File: src/rtl/mux_pkg.sv
// Shared constants and helpers for the N:1 word multiplexor family.
package mux_pkg;

  // Largest channel count the mux tree is intended for.
  localparam int unsigned MUX_MAX_N = 16;

  // Select width for n channels. It is at least 1 so that the port never
  // collapses to zero bits.
  function automatic int unsigned sel_width(input int unsigned n);
    return (n <= 2) ? 1 : $clog2(n);
  endfunction

endpackage

File: src/rtl/mux2.sv
// mux2: word-wide 2:1 select cell.
//   a, b : data inputs (a when s=0, b when s=1)
//   s    : select
//   y_c  : selected word (combinational)
module mux2 #(
  parameter int unsigned WIDTH = 64
) (
  input  logic [WIDTH-1:0] a,
  input  logic [WIDTH-1:0] b,
  input  logic             s,
  output logic [WIDTH-1:0] y_c
);

  assign y_c = s ? b : a;

endmodule

File: src/rtl/muxn_comb.sv
// muxn_comb: combinational N:1 word select with a select range check.
//   in_flat  : N channels, channel k at [k*WIDTH +: WIDTH]
//   sel      : binary channel select
//   mux_c    : selected channel, forced to zero when sel >= N
//   sel_ok_c : sel addresses an existing channel
module muxn_comb
  import mux_pkg::*;
#(
  parameter  int unsigned WIDTH = 64,
  parameter  int unsigned N     = 4,
  localparam int unsigned SEL_W = sel_width(N)
) (
  input  logic [N*WIDTH-1:0] in_flat,
  input  logic [SEL_W-1:0]   sel,
  output logic [WIDTH-1:0]   mux_c,
  output logic               sel_ok_c
);

  localparam int unsigned LEAVES = 1 << SEL_W;
  localparam int unsigned CMP_W  = SEL_W + 1;

  // Heap-ordered tree: node 1 is the root, leaves sit at LEAVES..2*LEAVES-1.
  logic [WIDTH-1:0] node [1:2*LEAVES-1];

  // Leaves past the last real channel are tied to zero so an out-of-range
  // select can never propagate X.
  for (genvar i = 0; i < LEAVES; i++) begin : g_leaf
    if (i < N) begin : g_real
      assign node[LEAVES+i] = in_flat[i*WIDTH +: WIDTH];
    end else begin : g_pad
      assign node[LEAVES+i] = '0;
    end
  end

  // A node at depth d decides on sel bit (SEL_W-1-d), so the root uses the MSB.
  for (genvar j = 1; j < LEAVES; j++) begin : g_node
    localparam int unsigned DEPTH = $clog2(j + 1) - 1;
    mux2 #(.WIDTH(WIDTH)) u_mux2 (
      .a   (node[2*j]),
      .b   (node[2*j+1]),
      .s   (sel[SEL_W-1-DEPTH]),
      .y_c (node[j])
    );
  end

  // Zero-extended compare so N == 2**SEL_W is representable.
  assign sel_ok_c = ({1'b0, sel} < CMP_W'(N));
  assign mux_c    = node[1] & {WIDTH{sel_ok_c}};

endmodule

File: src/rtl/muxn_pipe.sv
// muxn_pipe: N:1 word multiplexor with optional output register stage.
//   clk, reset_n : clock, asynchronous active-low reset
//   in           : N flattened channels, channel k at [k*WIDTH +: WIDTH]
//   sel          : binary channel select
//   in_valid     : in/sel carry a real operation
//   stall        : hold the output register (and err)
//   flush        : load a bubble into the output register (beats stall)
//   out          : selected data
//   out_valid    : out holds a valid operation
//   out_sel      : select value that produced out
//   err          : sticky, a valid operation used sel >= N
module muxn_pipe
  import mux_pkg::*;
#(
  parameter  int unsigned WIDTH      = 64,
  parameter  int unsigned N          = 4,
  parameter  int unsigned REGISTERED = 1,
  localparam int unsigned SEL_W      = sel_width(N)
) (
  input  logic               clk,
  input  logic               reset_n,
  input  logic [N*WIDTH-1:0] in,
  input  logic [SEL_W-1:0]   sel,
  input  logic               in_valid,
  input  logic               stall,
  input  logic               flush,
  output logic [WIDTH-1:0]   out,
  output logic               out_valid,
  output logic [SEL_W-1:0]   out_sel,
  output logic               err
);

  logic [WIDTH-1:0] mux_c;
  logic             sel_ok_c;

  muxn_comb #(.WIDTH(WIDTH), .N(N)) u_comb (
    .in_flat  (in),
    .sel      (sel),
    .mux_c    (mux_c),
    .sel_ok_c (sel_ok_c)
  );

  // Sticky range error, sampled only on cycles that actually advance.
  logic err_d, err_q;

  always_comb begin
    err_d = err_q;
    if (!flush && !stall) begin
      err_d = err_q | (in_valid & ~sel_ok_c);
    end
  end

  always_ff @(posedge clk or negedge reset_n) begin
    if (!reset_n) begin
      err_q <= 1'b0;
    end else begin
      err_q <= err_d;
    end
  end

  assign err = err_q;

  if (REGISTERED != 0) begin : g_reg
    logic [WIDTH-1:0] out_d, out_q;
    logic             out_valid_d, out_valid_q;
    logic [SEL_W-1:0] out_sel_d, out_sel_q;

    // Priority: flush, then stall, then load.
    always_comb begin
      out_d       = out_q;
      out_valid_d = out_valid_q;
      out_sel_d   = out_sel_q;
      if (flush) begin
        out_d       = '0;
        out_valid_d = 1'b0;
        out_sel_d   = '0;
      end else if (!stall) begin
        out_d       = mux_c;
        out_valid_d = in_valid & sel_ok_c;
        out_sel_d   = sel;
      end
    end

    always_ff @(posedge clk or negedge reset_n) begin
      if (!reset_n) begin
        out_q       <= '0;
        out_valid_q <= 1'b0;
        out_sel_q   <= '0;
      end else begin
        out_q       <= out_d;
        out_valid_q <= out_valid_d;
        out_sel_q   <= out_sel_d;
      end
    end

    assign out       = out_q;
    assign out_valid = out_valid_q;
    assign out_sel   = out_sel_q;
  end else begin : g_comb
    assign out       = mux_c;
    assign out_valid = in_valid & sel_ok_c;
    assign out_sel   = sel;
  end

endmodule

File: config.mk
export PLATFORM = sky130hd
export DESIGN_NAME = muxn_pipe
export DESIGN_NICKNAME = d
export VERILOG_FILES = /design/src/rtl/mux_pkg.sv /design/src/rtl/mux2.sv /design/src/rtl/muxn_comb.sv /design/src/rtl/muxn_pipe.sv
export SDC_FILE = /design/constraint.sdc
export NUM_CORES = 1
export LEC_CHECK = 0
export BUFFER_PORTS_ARGS = -buffer_cell sky130_fd_sc_hd__buf_4
export CAP_MARGIN = 30
export CORE_AREA = 2 2 128 130
export CTS_BUF_LIST = sky130_fd_sc_hd__clkbuf_2 sky130_fd_sc_hd__clkbuf_4 sky130_fd_sc_hd__clkbuf_8
export DETAILED_ROUTE_END_ITERATION = 10
export DIE_AREA = 0 0 130 132
export PLACE_DENSITY = 0.67
export SYNTH_ARGS = -nofsm -noshare
export SYNTH_HDL_FRONTEND = slang
export SYNTH_SLANG_ARGS = --single-unit
File: constraint.sdc
create_clock -name clk -period 0.8 [get_ports clk]
set_input_delay 0.16 -clock clk [delete_from_list [all_inputs] [get_ports clk]]
set_output_delay 0.16 -clock clk [all_outputs]
set_load 0.01 [all_outputs]
==> metrics.yaml, run 1 <==
clock_tree:
  cts_tree: "done"
  cts.sinks: 67
  clkTransAtPathRegs_ns: 0.07
  clockRootBuffer: "clkbuf_8"
  clk_path_buf_depth: 2
  worstSkewPairLatency_ns: 0.34
  htreeDepth: 3
  cts_buffers: 9
run_status:
  outcome: "finished with violations"
  violations: "setup timing"
global_routing:
  grt_pass1_wl_um: 29700
  grt.total_usage_pct: 22.9
  antenna_found_initial: 0
  gr-total-overflow: 0
  grt_pass1_vias: 5416
  grt_max_degree: 36
worst_setup_path:
  worstPathMaxFanout: 2
  reg2regPathDepth: 4
  cp_num_buf_inv: 1
  critical_path_arrival_ns: 0.91
  cpPeakStageDelay_ns: 0.43
  r2r_setup_slack_ns: -0.20
  r2r-end: "out[14]$_DFFE_PN0P_"
  crit_slowest_cell: "dfrtp_1"
  critPathRequiredTime_ns: 0.64
  critPathLaunchType: "register"
  path_cells: "buf_6"
  worstSetupPathDepth: 1
  cp_top_family: "flip-flops"
  r2r_start: "out[14]$_DFFE_PN0P_"
  criticalPathCategory: "register to primary output"
  end_kind: "primary output"
worst_hold_path:
  min_from: "in_valid"
  holdCritPathClass: "input pin to register"
  whs_endpoint: "out_valid$_DFFE_PN0P_"
  whs_path_depth: 3
die:
  num_rows: 46
  start_util_pct: 27.4
  fp.dieArea_um2: 17200
  fp.dieH_um: 132
  die_w_um: 130
  fp.coreArea_um2: 15700
  io-pin-count: 331
sta:
  min_period_ns: 1.07
  finalSetupViolations: 134
  rsz0062_at_grt: "yes"
  setup_ws_ns: -0.266
  maxSlewViolCount: 0
  finalSetupTns_ns: -27.08
  finClkSkew_ns: 0
  finalHoldViolCount: 0
  finalCritPeriodShare_pct: 133
  max_clock_freq_ghz: 0.938
synth:
  postSynthAreaPerCell_um2: 11.4
  synth_largest_area_cell: "dfrtp_1"
  synthesis.area_um2: 4310
  syn_nets: 640
  synth_cell_types: 12
  yosysTopAreaCellShare_pct: 38.9
  netlist_top_cells_area: "dfrtp_1 39%, mux2i_1 30%, o221ai_1 13%"
  ys_seq_elements: 67
  yosys_warnings: 0
  synth_seq_area_share_pct: 38.9
  syn_inst: 377
drt:
  viasPerCell: 5.04
  ant_nets: 0
  drc: 0
  dr.pass1.iters: 5
  routed_wirelength_um: 20100
  drt-wirelength-per-cell_um: 20.2
  drt-initial-drc-count: 161
  vias: 5013
final_layout:
  area_delta_synth_final_pct: 110
  fin_util_pct: 57.5
  antenna_cells: 0
  layoutNonFillerInstCount: 994
  fin_nets: 1036
  drive_gt1_share_pct: 65.9
power:
  power.density_nw_per_um2: 1200
  power_frac_seq_pct: 35.6
  internal-power_mw: 7.64
  power_mw: 10.8
  p_leak_nw: 4.44
  p_sw_share_pct: 29.3
  clock_power_share_pct: 27.7
  power_switching_mw: 3.16
  power_frac_comb_pct: 36.8
  vdd.ir_drop.worst_v: 0.000686
run:
  cap_viol_max_count: 0
place:
  hpwlAfterDp_um: 12700
  place_inst: 915
  io_buffers: 329
  pre_cts_slack_ns: -0.565
  place_congestion: 0.790
==> stage by stage <==
stage,cell area [um2],hold slack (ns)
after floorplan,4340,-0.136
after global placement,7200,0.148
after detailed placement,7200,0.152
after CTS,8860,0.0504
after global routing,9030,0.101
final,9030,0.0819
==> state kept, by name, summed over array words and instances, names as in the netlist <==
signal,count
out_sel,2
out,64
out_valid,1
==> cells in the final DEF (no fill, tap or decap) <==
cell type      netlist  layout
dfrtp_1             67      67
buf_6                7      78
clkinv_2             0       1
nand3b_1            64      64
clkinvlp_4           0       2
buf_12               0      15
or3_4                0       1
dlygate4sd3_1        0       1
nor2_1               3       3
o221ai_4             0      12
clkbuf_4             0       2
mux2i_2              0       2
buf_4                2     322
mux2i_1            131     129
bufinv_16            0       1
clkbuf_8             0      10
or3b_4               0       2
buf_16               0      11
o221ai_2             0      52
conb_1               1       1
buf_8                0       2
==> cells by family (layout without fill, tap and decap cells) <==
logic type	after synthesis	in the layout	synth area share [%]
DFF	67	67	38.9
and+or+nand+nor	69	70	11.8
other	1	1	0.0870
muxes	131	131	30.4
AOI/OAI and AO/OA	64	64	13.0
buffers and inverters	45	445	5.81
==> layout make-up <==
cell class	count	area [um2]
clock buffer	12	153
clock inverter	4	50.0
fill	1324	6680
multi-input combinational	266	2940
sequential	67	1680
tap	216	270
timing repair buffer	429	3940
==> routing by layer <==
| metal | global-route usage (%) | vias to the layer above | wire length, um |
|---|---|---|---|
| li1 | - | 2290 | - |
| met4 | 8.78 | 0 | 611 |
| met1 | 25.3 | 2407 | 7310 |
| met2 | 42.6 | 274 | 10700 |
| met3 | 4.18 | 42 | 1450 |
| met5 | 0 | - | 0 |
==> power groups by stage <==
| stage | sequential (mW) | clock (mW) | combinational (mW) |
|---|---|---|---|
| 3_5_place_dp | 3.85 | 0 | 2.95 |
| 6_report | 3.84 | 2.99 | 3.97 |
| 5_1_grt | 3.87 | 3.21 | 4.22 |
| 3_3_place_gp | 3.85 | 0 | 2.89 |
| 2_1_floorplan | 3.95 | 0 | 1.00 |
| 4_1_cts | 3.83 | 3.06 | 3.84 |
==> how the worst max path moves through the flow <==
stage / slack (ns) / start / end
3_5_place_dp: -0.57 / flush / out[43]$_DFFE_PN0P_
4_1_cts: -0.28 / out[5]$_DFFE_PN0P_ / out[5]
2_1_floorplan: -0.36 / stall / out[45]$_DFFE_PN0P_
6_report: -0.27 / out[34]$_DFFE_PN0P_ / out[34]
5_1_grt: -0.30 / out[34]$_DFFE_PN0P_ / out[34]
3_3_place_gp: -0.49 / flush / out[47]$_DFFE_PN0P_
==> repair_timing <==
| action | CTS | global route |
|---|---|---|
| setup endpoints to repair | 131 | 134 |
| pin swaps | 28 | 12 |
| gates cloned | 15 | 0 |
| gates resized for setup | 156 | 24 |
| endpoints found under the hold margin | 67 | 0 |
| setup buffers | 37 | 19 |
| hold buffers | 1 | 0 |
==> cell usage after synthesis <==
cell	instances
buf_2	17
clkbuf_1	19
o221ai_1	64
buf_6	7
mux2i_1	131
buf_4	2
or3b_1	1
nor2_1	3
or3_1	1
conb_1	1
dfrtp_1	67
nand3b_1	64
No activity file was read; power rests on OpenSTA's default activity.
==> run 2: changes to the inputs <==
Settings changed: PLACE_DENSITY 0.67 to not set.
==> run 2 against run 1 <==
Compared with the run above:
- the run still ends with setup timing left
- largest power group unchanged
- critical endpoint is now out[54]$_DFFE_PN0P_
- register-to-register slack gained 0.03 ns
- global-route usage down 0.89 points
- highest routed layer unchanged
- non-clock buffer count shrank 10
- routed wire length down 2.1%
- via count decreased by 3.2%
- sequential power hardly changed
- largest cell class unchanged
- worst setup slack lost 0.0039 ns
==> metrics.yaml, run 2 (same netlist as run 1, synthesis figures left out) <==
run_status:
  outcome: "finished with violations"
  violations: "setup timing"
drt:
  viasPerCell: 4.94  # -2.0%
  drt-wirelength-per-cell_um: 20.0  # -0.93%
  drc: 0  # unchanged
  vias: 4853  # -3.2%
  drt-initial-drc-count: 135  # -16%
  routed_wirelength_um: 19600  # -2.1%
  ant_nets: 0  # unchanged
  dr.pass1.iters: 6  # +1
place:
  io_buffers: 329  # unchanged
  place_area_um2: 7080  # -1.6%
  hpwlAfterDp_um: 12800  # +0.44%
  place_inst: 901  # -1.5%
  place_congestion: 0.810  # +2.5%
  pre_cts_slack_ns: -0.600  # -0.0347 ns
power:
  vdd.ir_drop.worst_v: 0.000626  # -8.7%
  power.density_nw_per_um2: 1150  # -3.7%
  p_leak_nw: 4.39  # -1.0%
  power_mw: 10.3  # -5.1%
sta:
  setup_ws_ns: -0.270  # -0.00395 ns
  finalHoldViolCount: 0  # unchanged
  rsz0062_at_grt: "yes"
  min_period_ns: 1.07  # +0.00395 ns
  finalSetupViolations: 131  # -2.2%
  finalCritPeriodShare_pct: 134  # +0.49 points
  maxSlewViolCount: 0  # unchanged
  finClkSkew_ns: 0  # unchanged
  max_clock_freq_ghz: 0.935  # -0.37%
final_layout:
  drive_gt1_share_pct: 65.4  # -0.53 points
  layout_commonest_cell: "buf_4"
  fin_util_pct: 56.7  # -0.80 points
  largest_reg_flops: 64  # unchanged
  layoutNonFillerInstCount: 982  # -1.2%
  fin_nets: 1025  # -1.1%
  area_delta_synth_final_pct: 107
  layout_common_cells: "317 x buf_4, 129 x mux2i_1, 73 x buf_6"
  design_area_um2: 8910  # -1.4%
  antenna_cells: 0  # unchanged
die:
  fp.coreArea_um2: 15700  # unchanged
  die_w_um: 130  # unchanged
  fp.dieArea_um2: 17200  # unchanged
  start_util_pct: 27.4  # unchanged
  fp.dieH_um: 132  # unchanged
  io-pin-count: 331  # unchanged
  num_rows: 46  # unchanged
worst_setup_path:
  crit_slowest_cell: "or3_4"
  worstPathMaxFanout: 8  # +6
  critPathRequiredTime_ns: 1.06  # +0.42 ns
  path_cells: "buf_8 -> buf_6 -> or3_4 -> buf_12 -> buf_12 -> o221ai_2"
  cpPeakStageDelay_ns: 0.46  # +0.03 ns
  criticalPathCategory: "input pin to register"
  critPathLaunchType: "input pin"
  crit_path_frequent_cell: "buf_12"
  end_kind: "register"
  critical_path_arrival_ns: 1.33  # +0.42 ns
worst_hold_path:
  holdCritPathClass: "input pin to register"
global_routing:
  grt_pass1_vias: 5311  # -1.9%
  grt_pass1_wl_um: 28900  # -2.8%
  gr-total-overflow: 0  # unchanged
  grt_max_degree: 39  # +8.3%
  antenna_found_initial: 0  # unchanged
  grt.total_usage_pct: 22.0  # -0.89 points
clock_tree:
  htreeDepth: 3  # unchanged
  clk_path_buf_depth: 2  # unchanged
  worstSkewPairLatency_ns: 0.33  # about the same
  cts_tree: "done"
  cts_buffers: 9  # unchanged
  clockRootBuffer: "clkbuf_8"
  clkTransAtPathRegs_ns: 0.07  # about the same
  cts.sinks: 67  # unchanged
run:
  cap_viol_max_count: 0  # unchanged
run 2: final cells by class:
type / instances / area, um2
fill: 1403 / 6810
timing repair buffer: 419 / 3870
clock buffer: 12 / 153
multi-input combinational: 265 / 2920
sequential: 67 / 1680
tap: 216 / 270
clock inverter: 3 / 15.0
run 2: layer usage:
layer | up-vias | track usage, % | part of all wire (%)
li1 | 2271 | - | -
met1 | 2341 | 25.6 | 39
met2 | 221 | 39.6 | 52
met3 | 20 | 5.40 | 7.4
met4 | 0 | 5.97 | 1.4
met5 | - | 0 | 0
run 2: per-stage QoR:
stage               hold slack [ns]  setup TNS [ns]
detailed placement           0.0195          -35.64
global route                 0.0953          -31.75
finish                       0.0919          -28.74
CTS                          0.0532          -29.67
floorplan                    -0.136          -22.47
global placement             0.0162          -33.68
run 2: worst paths after layout:
kind,start,to,slack [ns],depth (start not counted)
max reg2reg,out[51]$_DFFE_PN0P_,out[51]$_DFFE_PN0P_,-0.17,4
min,sel[0],out_sel[0]$_DFFE_PN0P_,0.09,3
min reg2reg,out_sel[0]$_DFFE_PN0P_,out_sel[0]$_DFFE_PN0P_,0.56,2
min in group asynchronous,reset_n,out[39]$_DFFE_PN0P_,0.21,2
max in group asynchronous,reset_n,out[6]$_DFFE_PN0P_,0.17,3
max,flush,out[54]$_DFFE_PN0P_,-0.27,6
run 2: critical path, delay by kind of cell:
family / cells / cell delay [ns]
AOI/OAI and AO/OA: 1 / 0.15
buffers and inverters: 4 / 0.54
and+or+nand+nor: 1 / 0.46
run 2: what timing repair did:
action | CTS | global route
cloned | 13 | 2
endpoints found under the setup margin | 131 | 131
setup buffers | 34 | 18
pin swaps | 19 | 10
hold buffers | 1 | 0
gates resized for setup | 147 | 21
hold endpoints to repair | 67 | 0
run 2: power by group:
part,switching [mW],internal (mW)
registers,0.201,3.64
logic,1.55,2.39
clock network,1.24,1.25
total,2.98,7.28
